==> src/rtl/demux_scan_ctrl.sv <==
// Channel scan sequencer for the 1-to-4 demux: steps {a,b} through enabled channels with a programmable dwell.
// Optional break-before-make GAP cycle between channels is enabled by defining SCAN_GAP_EN.
module demux_scan_ctrl #(
   parameter int DWELL_W = 8
) (
   input  logic               clk,
   input  logic               rst_n,
   input  logic               start,
   input  logic               stop,
   input  logic               mode,
   input  logic [3:0]         ch_mask,
   input  logic [DWELL_W-1:0] dwell,
   output logic               a,
   output logic               b,
   output logic               din,
   output logic               busy,
   output logic               done,
   output logic [7:0]         sweep_cnt
);

   localparam logic [1:0] IDLE   = 2'd0;
   localparam logic [1:0] ACTIVE = 2'd1;
`ifdef SCAN_GAP_EN
   localparam logic [1:0] GAP    = 2'd2;
`endif

   logic [1:0]         state;
   logic [1:0]         sel;
   logic               mode_q;
   logic [3:0]         mask_q;
   logic [DWELL_W-1:0] dwell_q;
   logic [DWELL_W-1:0] dwell_cnt;
   logic [2:0]         nxt;
   logic [1:0]         low_in;
   logic [1:0]         low_q;
   logic               last_cycle;

   // Returns {found, index} of the lowest enabled channel strictly above cur.
   function automatic logic [2:0] next_en(input logic [3:0] m, input logic [1:0] cur);
      logic [2:0] r;
      r = 3'b000;
      for (int i = 3; i >= 0; i--) begin
         if (i > int'(cur) && m[i]) begin
            r = {1'b1, 2'(i)};
         end
      end
      return r;
   endfunction

   function automatic logic [1:0] lowest(input logic [3:0] m);
      logic [1:0] r;
      r = 2'd0;
      for (int i = 3; i >= 0; i--) begin
         if (m[i]) begin
            r = 2'(i);
         end
      end
      return r;
   endfunction

   always_comb begin
      nxt        = next_en(mask_q, sel);
      low_in     = lowest(ch_mask);
      low_q      = lowest(mask_q);
      last_cycle = (dwell_cnt == dwell_q - DWELL_W'(1));
   end

   assign a = sel[1];
   assign b = sel[0];

   always_ff @(posedge clk) begin
      if (!rst_n) begin
         state     <= IDLE;
         sel       <= 2'd0;
         din       <= 1'b0;
         busy      <= 1'b0;
         done      <= 1'b0;
         sweep_cnt <= 8'd0;
         dwell_cnt <= '0;
         dwell_q   <= '0;
         mode_q    <= 1'b0;
         mask_q    <= 4'd0;
      end else begin
         done <= 1'b0;
         if (state != IDLE && stop) begin
            state     <= IDLE;
            din       <= 1'b0;
            busy      <= 1'b0;
            dwell_cnt <= '0;
         end else begin
            case (state)
               IDLE: begin
                  if (start && !stop && ch_mask != 4'd0) begin
                     state     <= ACTIVE;
                     sel       <= low_in;
                     din       <= 1'b1;
                     busy      <= 1'b1;
                     dwell_cnt <= '0;
                     mode_q    <= mode;
                     mask_q    <= ch_mask;
                     dwell_q   <= (dwell == '0) ? DWELL_W'(1) : dwell;
                     sweep_cnt <= 8'd0;
                  end
               end
               ACTIVE: begin
                  if (!last_cycle) begin
                     dwell_cnt <= dwell_cnt + DWELL_W'(1);
                  end else begin
                     dwell_cnt <= '0;
                     if (nxt[2]) begin
                        sel <= nxt[1:0];
`ifdef SCAN_GAP_EN
                        state <= GAP;
                        din   <= 1'b0;
`endif
                     end else begin
                        // End of a sweep: count it, then wrap or finish.
                        if (sweep_cnt != 8'hFF) begin
                           sweep_cnt <= sweep_cnt + 8'd1;
                        end
                        if (mode_q) begin
                           sel <= low_q;
`ifdef SCAN_GAP_EN
                           state <= GAP;
                           din   <= 1'b0;
`endif
                        end else begin
                           state <= IDLE;
                           din   <= 1'b0;
                           busy  <= 1'b0;
                           done  <= 1'b1;
                        end
                     end
                  end
               end
`ifdef SCAN_GAP_EN
               GAP: begin
                  state <= ACTIVE;
                  din   <= 1'b1;
               end
`endif
               default: begin
                  state <= IDLE;
                  din   <= 1'b0;
                  busy  <= 1'b0;
               end
            endcase
         end
      end
   end

endmodule

==> config.mk <==
export PLATFORM = sky130hd
export DESIGN_NAME = demux_scan_ctrl
export DESIGN_NICKNAME = d
export VERILOG_FILES = /design/src/rtl/demux_scan_ctrl.sv
export SDC_FILE = /design/constraint.sdc
export NUM_CORES = 1
export LEC_CHECK = 0
export CORE_MARGIN = 2
export CORE_UTILIZATION = 48
export DETAILED_ROUTE_END_ITERATION = 8
export PLACE_DENSITY = 0.82
export SYNTH_ARGS = -nofsm -noshare
export SYNTH_HDL_FRONTEND = slang
export SYNTH_SLANG_ARGS = --single-unit
==> constraint.sdc <==
create_clock -name clk -period 2.59 [get_ports clk]
set_input_delay 0.777 -clock clk [delete_from_list [all_inputs] [get_ports clk]]
set_output_delay 0.777 -clock clk [all_outputs]
set_load 0.01 [all_outputs]
* After elaboration in Yosys (flattened, before gate mapping)
Cells that the tools add are included. Widths: inputs -> output; s select.
Storage, ports and cells: flip-flop bits (word level) 35, output and inout bits 13
Cells by class: mux-type cells 35, add/sub/neg operators 3, reductions and logical operators 19, order comparisons 3, bitwise operators 4, equality and inequality tests 9
Operator list (count):
- $mux 8 | 6
- $mux 2 | 16
- $pmux 8 s2 | 2
- $add 8x1->8 const B | 2
- $ne 2x2->1 const B | 5
- $mux 3 | 3
- $eq 8x8->1 | 1
- $logic_not 8->1 | 1
- $ne 8x8->1 const B | 1
- $pmux 2 s2 | 2
- $sub 8x1->8 const B | 1
- $logic_and 1x1->1 | 6
- $reduce_and 6->1 | 1
- $mux 1 | 5
- $reduce_and 5->1 | 1
- $reduce_or 5->1 | 1
- $gt 2x2->1 const A | 2
- $not 1->1 | 4
- $reduce_and 4->1 | 1
- $reduce_bool 2->1 | 2
- $reduce_bool 4->1 | 1
- $ne 3x3->1 const B | 1
- $reduce_and 3->1 | 1
- $eq 2x1->1 const B | 1
- 6 further kinds | 6

* Logic depth before layout (Yosys ltp)
Gate-level depths: netlist of the first run.
depth in word-level cells 8, mapped depth 9, gate-level depth less buffers 8

* Worst setup path before layout of the first run
Ideal clock, no wire load.
path kind input port to flip-flop, start point input ch_mask[3], end point register sweep_cnt[6], arrival time 2.441 ns, stages 8, library setup time 0.070 ns, data required time 2.520 ns, buffers on the path 2, path slack 0.079 ns, path through nor4_1 -> or4b_2 -> clkbuf_8 -> o31a_2 -> clkbuf_8 -> nor4b_1 -> nand3_1 -> a21oi_1
Between the ends: longest elaborated chain between the ends 4
RTL lines:
- from (decl) | RTL line 11 | input logic [3:0] ch_mask,
- $reduce_bool 4->1 | RTL line 93 | if (start && !stop && ch_mask != 4'd0) begin
- $logic_and 1x1->1 | RTL line 93
- $ne 2x2->1 (no source line)
- $reduce_and 6->1 (no source line)
- to (signal assigned) | RTL line 119 | sweep_cnt <= sweep_cnt + 8'd1;
- to (decl) | RTL line 18 | output logic [7:0] sweep_cnt
Every way passes these cells. A chain may end at the register's enable or synchronous reset.

* Worst setup path in the final report of the first run
start point register dwell_cnt[5], end point register sweep_cnt[7]
Between the ends: longest elaborated chain between the ends 3
RTL lines:
- from (decl) | RTL line 32 | logic [DWELL_W-1:0] dwell_cnt;
- from (signal assigned) | RTL line 107 | dwell_cnt <= dwell_cnt + DWELL_W'(1);
- $eq 8x8->1 | RTL line 65 | last_cycle = (dwell_cnt == dwell_q - DWELL_W'(1));
- $ne 2x2->1 (no source line)
- $reduce_and 6->1 (no source line)
Every way passes these cells.

==> reports/metrics.yaml, run 1 <==
outcome:
  outcome: "complete, no violations"
timing:
  max_freq_mhz: 403
  rsz0062_at_grt: "no"
  min_period_over_period_pct: 95.8
  setup_ws_ns: 0.109
  drv_slew: 0
  finalSetupViolCount: 0
  min_period_ns: 2.48
  fin_skew_ns: 0.00568
  worstMarginPinSlew_ns: 0.481
  finalHoldViolCount: 0
  fin_tns_setup_ns: 0
  slew_headroom_pct: 67.6
synth:
  yosysSeqAreaShare_pct: 33.9
  netlist_area_sq_um: 1950
  synth_edf_count: 0
  synth-seq-cells: 33
  synth_largest_area_cell: "dfxtp_1"
  yosys_most_used_dff: "dfxtp_1"
  yosysUniqueCellTypes: 50
  synth_fp_nets: 251
  synth.area.top_cells: "dfxtp_1 34%, mux2i_1 8.2%, nand2_1 5.0%, nor2b_1 4.8%, nor2_1 2.9%"
  ys_warn_count: 0
  synth_async_sr_flop_share_pct: 0
  synth_top_area_share_pct: 33.9
  avgSynthCellArea_sq_um: 8.44
  postSynthCellCount: 231
pwr:
  pwr-share-clk_pct: 34.6
  leakage_nw: 0.911
  p_sw_share_pct: 29.0
  powerDensity_nw_per_um2: 470
  netSwitchingPower_w: 0.000333
  power_frac_seq_pct: 47.1
  intPower_w: 0.000817
  peakVddDrop_uv: 313
  comb_power_share_pct: 18.3
drt:
  dr.first_iter.drc_count: 120
  wl_um: 4340
  drc: 0
  viasPerCell: 5.60
  dr_total_vias: 1803
  first_pass_iters: 4
  wire_per_inst_um: 13.5
  antenna_left: 0
floorplanning:
  placementRows: 23
  coreArea_sq_um: 3940
  die_w_um: 67.7
  ios: 30
  start_util_pct: 49.5
  design.die.area_sq_um: 4590
  die_h_um: 67.7
cells_and_area:
  design_area_sq_um: 2450
  area_growth_pct: 25.6
  final_cell_mix: "31 x dfxtp_1, 28 x clkdlybuf4s50_1, 26 x nand2_1, 16 x mux2i_1"
  fin_nets: 291
  n_antenna_cell: 0
  drive_gt1_share_pct: 13.2
  final_common_cell: "dfxtp_1"
  nFillCells: 317
worst_setup_path:
  critPathKind: "reg -> reg"
  critPathArrivalTime_ns: 2.71
  startpoint: "dwell_cnt[5]$_SDFFE_PP0P_"
  start_kind: "flip-flop"
  crit_required_ns: 2.82
  critical_path.max_fanout: 10
  r2r_start: "dwell_cnt[5]$_SDFFE_PP0P_"
  endpoint_kind: "flip-flop"
global_routing:
  grt_max_degree: 24
  grt_pass1_vias: 1530
  grt_pass1_wl_um: 6730
  grtUsageTotal_pct: 19.8
  antenna_found_initial: 0
  grt-ovfl-total: 0
clock_network:
  clk_pin_slew_ns: 0.07
  cts.htree.levels: 2
  cts_tree: "done"
  clock_path_buffers: 2
  cts_root_buffer: "clkbuf_8"
  clock-sinks: 33
  clk_latency_ns: 0.30
  cts_hold_buf: 0
  numCtsBuffers: 5
min_path:
  worstHoldStart: "sweep_cnt[1]$_SDFFE_PN0P_"
  hp-class: "reg -> reg"
place:
  place_ws_ns: -0.361
  gp_congestion: 0.872
  port_buffers: 29
  dp_hpwl_um: 3300
  place_area_sq_um: 2320
job:
  drv_cap: 0
critical path, stage by stage, from the launching register on:
cell	delay, ns
dfxtp_1	0.38
or2_0	0.25
a221o_2	0.32
and4_2	0.23
o41a_1	0.53
or4_1	0.53
a21oi_1	0.16
Yosys cell counts, drive strengths merged, types with 2 or more instances:
| library cell | count |
|---|---|
| dfxtp | 33 |
| nand2 | 26 |
| mux2i | 16 |
| nor2 | 15 |
| nor2b | 15 |
| inv | 11 |
| a21oi | 9 |
| o21ai | 9 |
| clkbuf | 7 |
| nand3 | 7 |
| nand4 | 6 |
| xnor2 | 6 |
| xor2 | 6 |
| nor3 | 5 |
| o22ai | 5 |
| nand2b | 4 |
| nor3b | 4 |
| nor4 | 4 |
| and2 | 3 |
| buf | 3 |
| ha | 3 |
| o311ai | 3 |
| o31ai | 3 |
| or4 | 3 |
| a31oi | 2 |
| and3 | 2 |
| and4 | 2 |
| o41ai | 2 |
state kept, by name, indices dropped and copies added (netlist names):
signal     count
sel            2
mode_q         1
busy           1
dwell_q        8
sweep_cnt      8
done           1
dwell_cnt      8
mask_q         4
routing by layer:
metal | track usage (%) | part of all wire [%] | up-vias
li1 | - | - | 911
met1 | 24.3 | 45 | 845
met2 | 32.1 | 49 | 38
met3 | 3.50 | 3.7 | 9
met4 | 11.7 | 2.2 | 0
met5 | 0 | 0 | -
cell families (layout without fill, tap and decap cells):
group	after synthesis	count (layout)	share of synthesized area (%)
xor gates and xnor gates	12	12	5.39
DFF	33	33	33.9
and+or+nand+nor	102	102	28.4
AOI/OAI and AO/OA	44	44	16.0
adders and majority gates	3	3	1.92
muxes	16	16	8.21
buffers and inverters	21	62	6.22
metrics by stage:
stage | power, W | hold slack [ns] | util (%) | std cells
floorplan | 0.000684 | 0.487 | - | 231
global placement | 0.000750 | 0.486 | 58.9 | 313
detailed placement | 0.000756 | 0.493 | 58.9 | 313
CTS | 0.00115 | 0.504 | 61.5 | 321
global route | 0.00120 | 0.536 | 62.1 | 322
finish | 0.00115 | 0.502 | 62.1 | 322
power by group through the flow:
stage	clock, W	sequential [W]	combinational [W]
after global routing	0.000423	0.000544	0.000228
after global placement	0	0.000552	0.000198
after CTS	0.000403	0.000541	0.000206
after floorplan	0	0.000547	0.000137
final	0.000398	0.000542	0.000210
after detailed placement	0	0.000552	0.000203
timing repair:
| action | 4_1_cts | 5_1_grt |
|---|---|---|
| endpoints found under the setup margin | 4 | 6 |
| setup buffers | 0 | 1 |
| pin swaps | 0 | 2 |
| endpoints found under the hold margin | 0 | 0 |
| resized for setup | 3 | 6 |
cell type report:
type	instances	area, sq um	share of cell area, %
Clock buffer	5	68.8	2.81
Tap cell	50	62.6	2.55
Timing Repair Buffer	43	394	16.1
Inverter	11	41.3	1.69
Clock inverter	3	22.5	0.919
Sequential cell	33	663	27.1
Multi-Input combinational cell	177	1200	48.9
worst paths after layout:
kind,endpoint,slack (ns),cells after the start
setup / recovery,sweep_cnt[7]$_SDFFE_PN0P_,0.11,6
hold / removal,sweep_cnt[1]$_SDFFE_PN0P_,0.50,2
setup reg to reg,sweep_cnt[7]$_SDFFE_PN0P_,0.11,6
hold reg to reg,sweep_cnt[1]$_SDFFE_PN0P_,0.50,2
Note: power is estimated with default switching activity, not from simulation.
==> run 2: changes to the inputs <==
--- a/config.mk
+++ b/config.mk
@@ -5,6 +5,7 @@
 export SDC_FILE = /design/constraint.sdc
 export NUM_CORES = 1
 export LEC_CHECK = 0
+export ABC_AREA = 0
 export CORE_MARGIN = 2
 export CORE_UTILIZATION = 48
 export DETAILED_ROUTE_END_ITERATION = 8
==> results of run 2 <==
No change in the layout: final DEF, timing and power equal those of run 1.
